## config.mk

```make
export PLATFORM = sky130hd
export DESIGN_NAME = pipe_ctrl_flat
export DESIGN_NICKNAME = d
export VERILOG_FILES = /design/src/rtl/pipe_ctrl_pkg.sv /design/src/rtl/pipe_ctrl_if.sv /design/src/rtl/pipe_ctrl_mc_seq.sv /design/src/rtl/pipe_ctrl.sv /design/src/flat_wrapper.sv
export SDC_FILE = /design/constraint.sdc
export NUM_CORES = 1
export LEC_CHECK = 0
export ABC_AREA = 1
export ABC_CLOCK_PERIOD_IN_PS = 2900
export CELL_PAD_IN_SITES_DETAIL_PLACEMENT = 0
export CELL_PAD_IN_SITES_GLOBAL_PLACEMENT = 1
export CORE_ASPECT_RATIO = 0.75
export CORE_MARGIN = 1.5
export CORE_UTILIZATION = 34
export DETAILED_ROUTE_END_ITERATION = 8
export PLACE_DENSITY = 0.88
export SETUP_SLACK_MARGIN = 0.5
export SYNTH_ARGS = -nofsm -noshare
export SYNTH_HDL_FRONTEND = slang
export SYNTH_SLANG_ARGS = --single-unit
```

## constraint.sdc

```tcl
create_clock -name clk -period 2.9 [get_ports clk]
set_input_delay 0.58 -clock clk [delete_from_list [all_inputs] [get_ports clk]]
set_output_delay 0.58 -clock clk [all_outputs]
set_load 0.02 [all_outputs]
```

## src/rtl/pipe_ctrl_pkg.sv

```systemverilog
// Shared types and constants for the pipeline stall/flush controller.
package pipe_ctrl_pkg;

    // Stage indices into the stall control bus, shallowest stage first.
    localparam int unsigned STG_PC  = 0;
    localparam int unsigned STG_IF  = 1;
    localparam int unsigned STG_ID  = 2;
    localparam int unsigned STG_EX  = 3;
    localparam int unsigned STG_MEM = 4;
    localparam int unsigned STG_WB  = 5;

    localparam bit TRUE  = 1'b1;
    localparam bit FALSE = 1'b0;

    // One hold bit per pipeline register; bit k=1 holds stage k.
    typedef logic [STG_WB:0] stall_ctl_bus_t;

    // Multi-cycle EX sequencer states.
    typedef enum logic [1:0] {
        MC_IDLE = 2'd0,
        MC_BUSY = 2'd1,
        MC_DONE = 2'd2
    } mc_state_t;

    // Hold stage k and every stage upstream of it.
    function automatic stall_ctl_bus_t hold_through(input int unsigned k);
        int unsigned mask;
        mask = (32'd1 << (k + 1)) - 32'd1;
        return mask[STG_WB:0];
    endfunction

endpackage

```

## src/rtl/pipe_ctrl_if.sv

```systemverilog
// Request/response bundle between the pipeline stages and pipe_ctrl.
// master: pipeline side (raises requests); slave: the controller.
interface pipe_ctrl_if #(
    parameter int unsigned XLEN     = 32,
    parameter int unsigned MC_CNT_W = 6
);
    import pipe_ctrl_pkg::*;

    logic                req_if;
    logic                req_id;
    logic                req_mem;
    logic                ex_mc_start;
    logic [MC_CNT_W-1:0] ex_mc_len;
    logic                flush_req;
    logic [XLEN-1:0]     flush_tgt;

    stall_ctl_bus_t      stall;
    logic                flush;
    logic [XLEN-1:0]     flush_pc;
    logic                ex_busy;
    logic                ex_mc_done;
    logic                wdog_trip;

    modport master (
        output req_if, req_id, req_mem, ex_mc_start, ex_mc_len, flush_req, flush_tgt,
        input  stall, flush, flush_pc, ex_busy, ex_mc_done, wdog_trip
    );

    modport slave (
        input  req_if, req_id, req_mem, ex_mc_start, ex_mc_len, flush_req, flush_tgt,
        output stall, flush, flush_pc, ex_busy, ex_mc_done, wdog_trip
    );

endinterface

```

## src/rtl/pipe_ctrl_mc_seq.sv

```systemverilog
// mc_seq: IDLE/BUSY/DONE sequencer for multi-cycle EX operations.
// An op of length N holds EX for N cycles, then reports done for one
// cycle (longer if MEM is holding the pipe so the result cannot move on).
module mc_seq #(
    parameter int unsigned MC_CNT_W = 6
) (
    input  logic                clk,
    input  logic                rst,
    input  logic                ex_mc_start,
    input  logic [MC_CNT_W-1:0] ex_mc_len,
    input  logic                mem_hold,
    output logic                ex_hold,
    output logic                ex_busy,
    output logic                ex_mc_done
);
    import pipe_ctrl_pkg::*;

    localparam logic [MC_CNT_W-1:0] CNT_ONE = MC_CNT_W'(1);

    mc_state_t           state, state_nxt;
    logic [MC_CNT_W-1:0] cnt, cnt_nxt;

    // State and counter registers.
    always_ff @(posedge clk) begin
        if (rst) begin
            state <= MC_IDLE;
            cnt   <= '0;
        end else begin
            state <= state_nxt;
            cnt   <= cnt_nxt;
        end
    end

    // Next state: the counter covers the N-1 cycles after the start cycle.
    always_comb begin
        state_nxt = state;
        cnt_nxt   = cnt;
        unique case (state)
            MC_IDLE: begin
                if (ex_mc_start) begin
                    if (ex_mc_len <= CNT_ONE) begin
                        state_nxt = MC_DONE;
                    end else begin
                        state_nxt = MC_BUSY;
                        cnt_nxt   = ex_mc_len - CNT_ONE;
                    end
                end
            end
            MC_BUSY: begin
                if (cnt == CNT_ONE) state_nxt = MC_DONE;
                else                cnt_nxt   = cnt - CNT_ONE;
            end
            MC_DONE: begin
                if (!mem_hold) state_nxt = MC_IDLE;
            end
            default: state_nxt = MC_IDLE;
        endcase
    end

    // Outputs decoded from the registered state, all forced low in reset.
    always_comb begin
        ex_hold    = FALSE;
        ex_busy    = FALSE;
        ex_mc_done = FALSE;
        if (!rst) begin
            ex_hold    = (state == MC_IDLE && ex_mc_start) || state == MC_BUSY;
            ex_busy    = state != MC_IDLE;
            ex_mc_done = state == MC_DONE;
        end
    end

endmodule

```

## src/rtl/pipe_ctrl.sv

```systemverilog
// pipe_ctrl: central stall/flush controller for the 6-stage pipeline.
// Merges stage hold requests into the stall bus, sequences multi-cycle EX
// ops via mc_seq, and defers branch redirects while EX or MEM is held.
// Optional stall watchdog: define PIPE_CTRL_WDOG_EN to build it.
module pipe_ctrl #(
    parameter int unsigned XLEN       = 32,
    parameter int unsigned MC_CNT_W   = 6,
    parameter int unsigned WDOG_LIMIT = 1024
) (
    input logic      clk,
    input logic      rst,
    pipe_ctrl_if.slave bus
);
    import pipe_ctrl_pkg::*;

    if (WDOG_LIMIT == 0 || WDOG_LIMIT > 65535) begin : g_bad_wdog_limit
        $error("pipe_ctrl: WDOG_LIMIT must be in 1..65535");
    end

    logic            ex_hold;
    logic            ex_busy;
    logic            ex_mc_done;
    logic            hold_ex_up;
    logic            flush_c;
    logic [XLEN-1:0] flush_pc_c;
    stall_ctl_bus_t  stall_c;
    logic            wdog_trip_c;
    logic            pend;
    logic [XLEN-1:0] pend_pc;

    mc_seq #(.MC_CNT_W(MC_CNT_W)) u_mc_seq (
        .clk        (clk),
        .rst        (rst),
        .ex_mc_start(bus.ex_mc_start),
        .ex_mc_len  (bus.ex_mc_len),
        .mem_hold   (bus.req_mem),
        .ex_hold    (ex_hold),
        .ex_busy    (ex_busy),
        .ex_mc_done (ex_mc_done)
    );

    // Deepest request wins; stall[3] is derived without req_id so the flush
    // decision can mask req_id without a combinational loop.
    always_comb begin
        hold_ex_up = bus.req_mem || ex_hold;
        flush_c    = !rst && (bus.flush_req || pend) && !hold_ex_up;
        flush_pc_c = rst ? '0 : (bus.flush_req ? bus.flush_tgt : pend_pc);
        stall_c    = '0;
        if (rst)                           stall_c = '0;
        else if (bus.req_mem)              stall_c = hold_through(STG_MEM);
        else if (ex_hold)                  stall_c = hold_through(STG_EX);
        else if (bus.req_id && !flush_c)   stall_c = hold_through(STG_ID);
        else if (bus.req_if)               stall_c = hold_through(STG_IF);
    end

    // Pending redirect: captured on request, consumed when the flush fires.
    always_ff @(posedge clk) begin
        if (rst) begin
            pend    <= FALSE;
            pend_pc <= '0;
        end else if (flush_c) begin
            pend    <= FALSE;
        end else if (bus.flush_req) begin
            pend    <= TRUE;
            pend_pc <= bus.flush_tgt;
        end
    end

`ifdef PIPE_CTRL_WDOG_EN
    logic [15:0] wdog_cnt;
    logic [15:0] wdog_cnt_inc;
    logic        wdog_trip_q;

    assign wdog_cnt_inc = (wdog_cnt == '1) ? wdog_cnt : wdog_cnt + 16'd1;

    // Count consecutive stalled cycles; trip sticks once the limit is reached.
    always_ff @(posedge clk) begin
        if (rst) begin
            wdog_cnt    <= '0;
            wdog_trip_q <= FALSE;
        end else if (stall_c[STG_PC]) begin
            wdog_cnt <= wdog_cnt_inc;
            if (32'(wdog_cnt_inc) >= WDOG_LIMIT) wdog_trip_q <= TRUE;
        end else begin
            wdog_cnt <= '0;
        end
    end

    assign wdog_trip_c = !rst && wdog_trip_q;
`else
    assign wdog_trip_c = 1'b0;
`endif

    assign bus.stall      = stall_c;
    assign bus.flush      = flush_c;
    assign bus.flush_pc   = flush_pc_c;
    assign bus.ex_busy    = ex_busy;
    assign bus.ex_mc_done = ex_mc_done;
    assign bus.wdog_trip  = wdog_trip_c;

endmodule

```

## src/flat_wrapper.sv

```systemverilog
// flat-port wrapper written by rule: the top's interface ports become plain ports
module pipe_ctrl_flat import pipe_ctrl_pkg::*;
#(
    parameter int unsigned XLEN       = 32,
    parameter int unsigned MC_CNT_W   = 6,
    parameter int unsigned WDOG_LIMIT = 1024
)
  (clk, rst, bus_req_if, bus_req_id, bus_req_mem, bus_ex_mc_start, bus_ex_mc_len, bus_flush_req, bus_flush_tgt, bus_stall, bus_flush, bus_flush_pc, bus_ex_busy, bus_ex_mc_done, bus_wdog_trip);
  pipe_ctrl_if #(.XLEN(XLEN), .MC_CNT_W(MC_CNT_W)) bus_i ();
  input logic clk;
  input logic rst;
  input wire logic [$bits(bus_i.req_if)-1:0] bus_req_if;
  input wire logic [$bits(bus_i.req_id)-1:0] bus_req_id;
  input wire logic [$bits(bus_i.req_mem)-1:0] bus_req_mem;
  input wire logic [$bits(bus_i.ex_mc_start)-1:0] bus_ex_mc_start;
  input wire logic [$bits(bus_i.ex_mc_len)-1:0] bus_ex_mc_len;
  input wire logic [$bits(bus_i.flush_req)-1:0] bus_flush_req;
  input wire logic [$bits(bus_i.flush_tgt)-1:0] bus_flush_tgt;
  output wire logic [$bits(bus_i.stall)-1:0] bus_stall;
  output wire logic [$bits(bus_i.flush)-1:0] bus_flush;
  output wire logic [$bits(bus_i.flush_pc)-1:0] bus_flush_pc;
  output wire logic [$bits(bus_i.ex_busy)-1:0] bus_ex_busy;
  output wire logic [$bits(bus_i.ex_mc_done)-1:0] bus_ex_mc_done;
  output wire logic [$bits(bus_i.wdog_trip)-1:0] bus_wdog_trip;
  assign bus_i.req_if = bus_req_if;
  assign bus_i.req_id = bus_req_id;
  assign bus_i.req_mem = bus_req_mem;
  assign bus_i.ex_mc_start = bus_ex_mc_start;
  assign bus_i.ex_mc_len = bus_ex_mc_len;
  assign bus_i.flush_req = bus_flush_req;
  assign bus_i.flush_tgt = bus_flush_tgt;
  assign bus_stall = bus_i.stall;
  assign bus_flush = bus_i.flush;
  assign bus_flush_pc = bus_i.flush_pc;
  assign bus_ex_busy = bus_i.ex_busy;
  assign bus_ex_mc_done = bus_i.ex_mc_done;
  assign bus_wdog_trip = bus_i.wdog_trip;
  pipe_ctrl #(.XLEN(XLEN), .MC_CNT_W(MC_CNT_W), .WDOG_LIMIT(WDOG_LIMIT)) u_core (.clk(clk), .rst(rst), .bus(bus_i));
endmodule
```

==> flow_summary.json <==
{
  "status": "completed",
  "clock_sink_count": 41,
  "postCtsHoldBufs": 0,
  "die-width_um": 99.86,
  "seq_area_frac_synth": 0.3431,
  "fin_nets": 423,
  "required_ps": 2320,
  "ant_nets": 0,
  "routedWlPerCell_um": 12.36,
  "grt_pass1_wl_mm": 9.073,
  "avgSynthCellArea_um2": 8.055,
  "cp_max_fo": 12,
  "fillers": 684,
  "grt_max_degree": 76,
  "rsz0062_at_grt": "no",
  "hold_viol_final": 0,
  "clock_skew_ps": 8.338,
  "synth_mux_area_frac": 0.1339,
  "crit_arrival_ps": 1760,
  "num_rows": 26,
  "io_pins": 87,
  "cts_buffer_depth": 2,
  "p_comb_frac": 0.350,
  "r2r_cells": 8,
  "drv_cap": 0,
  "dr.pass1.iters": 4,
  "path_cells": "buf_2, bufbuf_16, mux2i_2, nor2_1, dlygate4sd2_1",
  "core-area_um2": 6799,
  "setup_viol": 0,
  "htree_levels": 2,
  "ir_worst_vdd_mv": 0.2647,
  "yosysWarnings": 0,
  "via_per_inst": 4.756,
  "worstHoldEndpoint": "u_core.pend_pc[23]$_SDFFE_PP0N_",
  "synth_cells": 297,
  "clockRootBuffer": "clkbuf_8",
  "die_height_um": 75.65,
  "setup_tns_ps": 0,
  "cts_buffers": 5,
  "initial_utilization": 0.3519,
  "die-area_um2": 7554,
  "swShare": 0.3425,
  "grt-ovfl-total": 0,
  "hold_depth": 2,
  "postPlaceCellArea_um2": 3236,
  "hpwl_mm": 3.774,
  "synth-seq-cells": 41,
  "stdcell_area_um2": 3333,
  "synth_compound_area_frac": 0.1731,
  "clock_latency_ps": 280,
  "drt_iter0_markers": 92,
  "clk_pin_slew_ps": 80,
  "synth-simple-area-share": 0.2291,
  "synth_xor_area_frac": 0.003661,
  "n_antenna_cell": 0,
  "wirelength_mm": 5.672,
  "cp_top_family": "buffers and inverters",
  "ys_types": 27,
  "start_kind": "input port",
  "intPower_mw": 1.036,
  "switching_power_mw": 0.5397,
  "startpoint": "bus_flush_req",
  "hp-start": "u_core.pend_pc[23]$_SDFFE_PP0N_",
  "crit_type": "input port to output port",
  "grt_use_total": 0.1516,
  "r2r_slack_ps": 1060,
  "power_density_nw_per_um2": 472.7,
  "drc": 0,
  "worstMarginPinSlew_ps": 703.9,
  "regArea_um2": 820.8,
  "leakage_nw": 1.534,
  "drv_slew": 0,
  "period_needed_ps": 2336,
  "min_path_type": "flip-flop to flip-flop",
  "finalCritPeriodShare": 0.8056,
  "area_growth_pct": 39.33,
  "first_global_vias": 2025,
  "finalPower_mw": 1.576,
  "max_freq_mhz": 428.0,
  "antenna_found_initial": 0,
  "syn_area_um2": 2392,
  "cpMaxStageDelayCell": "bufbuf_16",
  "multi_input_area_um2": 1366,
  "cp-end-kind": "output port",
  "routabilityCongestion": 0.7666,
  "port_buffers": 84,
  "r2r-end": "u_core.pend_pc[9]$_SDFFE_PP0N_",
  "pwr-share-clk": 0.225,
  "synthAdderAreaFrac": 0.02092,
  "slew_headroom": 0.5307,
  "r2r-start": "u_core.u_mc_seq.state[1]$_SDFFE_PP0P_",
  "synth_top_family_by_area": "simple AND/OR/NAND/NOR gates",
  "cts_tree": "done",
  "crit_buf_inv": 3,
  "critPathMaxStageDelay_ps": 330,
  "num_vias": 2183,
  "drive_above_1_share": 0.1387,
  "pwr-share-seq": 0.426
}
cells in the final DEF, fill, tap and decap left out, types with 3 or more instances in the layout:
cell type / instances
o31ai_1: 16
inv_2: 3
clkbuf_8: 5
dlygate4sd2_1: 32
a21oi_1: 6
ha_1: 4
o21ai_0: 6
nor2_1: 52
nand4_1: 4
dfxtp_1: 41
buf_4: 4
mux2i_1: 29
inv_1: 15
nor2_4: 3
nand2_1: 53
mux2i_2: 3
buf_2: 3
nand3_1: 13
o31ai_2: 17
clkdlybuf4s50_1: 43
layout make-up:
cell class,count,share of cell area
tap,84,0.03153
timing repair buffer,91,0.2673
clock inverter,2,0.003003
clock buffer,6,0.02177
sequential,41,0.2462
inverter,18,0.02027
multi-input combinational,217,0.4099
timing repair:
action	in CTS	in global routing
setup buffers	0	1
pin swaps	0	3
endpoints found under the hold margin	0	0
setup endpoints to repair	37	5
cloned	1	0
gates resized for setup	44	17
per-stage QoR:
stage	util	cells	setup slack (ps)	hold WS, ps
global route	0.4902	459	503.1	491.8
global placement	0.4759	449	85.19	436.9
finish	0.4902	459	563.6	459.5
CTS	0.4875	458	340.7	463.2
detailed placement	0.4759	449	67.32	442.1
floorplan	-	298	505.8	427.6
routing by layer:
metal / global-route usage / up-vias / part of all wire
met4: 0.03756 / 0 / 0.0088
li1: - / 1152 / -
met2: 0.2494 / 57 / 0.43
met1: 0.2018 / 969 / 0.50
met5: 0 / - / 0
met3: 0.03945 / 5 / 0.057
power groups by stage:
| stage | registers, mW | logic (mW) | clock network [mW] |
|---|---|---|---|
| after detailed placement | 0.682 | 0.561 | 0 |
| after CTS | 0.670 | 0.549 | 0.376 |
| after global routing | 0.679 | 0.614 | 0.403 |
| final | 0.671 | 0.551 | 0.354 |
| after floorplan | 0.674 | 0.379 | 0 |
| after global placement | 0.682 | 0.554 | 0 |
synthesized netlist by cell type:
| master | number | area (um2) |
|---|---|---|
| a21o_1 | 1 | 7.510 |
| a21oi_1 | 7 | 35.03 |
| buf_1 | 1 | 3.750 |
| buf_2 | 4 | 20.02 |
| buf_4 | 6 | 45.04 |
| buf_6 | 5 | 56.30 |
| buf_8 | 1 | 15.01 |
| clkbuf_1 | 5 | 18.77 |
| conb_1 | 1 | 3.750 |
| dfxtp_1 | 41 | 820.8 |
| ha_1 | 4 | 50.05 |
| inv_1 | 16 | 60.06 |
| inv_2 | 2 | 7.510 |
| mux2i_1 | 32 | 320.3 |
| nand2_1 | 53 | 198.9 |
| nand2_2 | 2 | 12.51 |
| nand3_1 | 13 | 65.06 |
| nand3b_1 | 1 | 7.510 |
| nand4_1 | 4 | 25.02 |
| nor2_1 | 53 | 198.9 |
| nor2_4 | 3 | 33.78 |
| o21ai_0 | 6 | 30.03 |
| o21ai_2 | 1 | 8.760 |
| o31ai_1 | 16 | 120.1 |
| o31ai_2 | 17 | 212.7 |
| or2_2 | 1 | 6.260 |
| xnor2_1 | 1 | 8.760 |
how the worst max path moves through the flow:
stage	slack (ps)	cells after the start	to
3_3_place_gp	90	9	bus_stall[1]
6_report	560	5	bus_flush_pc[9]
2_1_floorplan	510	6	bus_stall[1]
4_1_cts	340	9	bus_stall[1]
3_5_place_dp	70	9	bus_stall[1]
5_1_grt	500	5	bus_flush_pc[9]
cell families (layout without fill, tap and decap cells):
kind of cell | count (synthesis) | count (layout)
simple gates | 130 | 130
compound gates | 48 | 48
flops | 41 | 41
buf+inv | 40 | 117
mux | 32 | 32
fa+ha+maj | 4 | 4
other cells | 1 | 2
xor+xnor | 1 | 1
registers in the layout, indices dropped and copies added (netlist names):
name	count
u_core.pend	1
u_core.u_mc_seq.cnt	6
u_core.u_mc_seq.state	2
u_core.pend_pc	32
worst reg2reg max path: stages (launching register included):
cell and delay (ps):
dfxtp_1 460, nor2_4 60, nand2_2 60, nand2_2 50, buf_4 140, nor2_4 120
buf_4 580, nand2_1 200, o31ai_2 90
No activity file was read; power rests on OpenSTA's default activity.
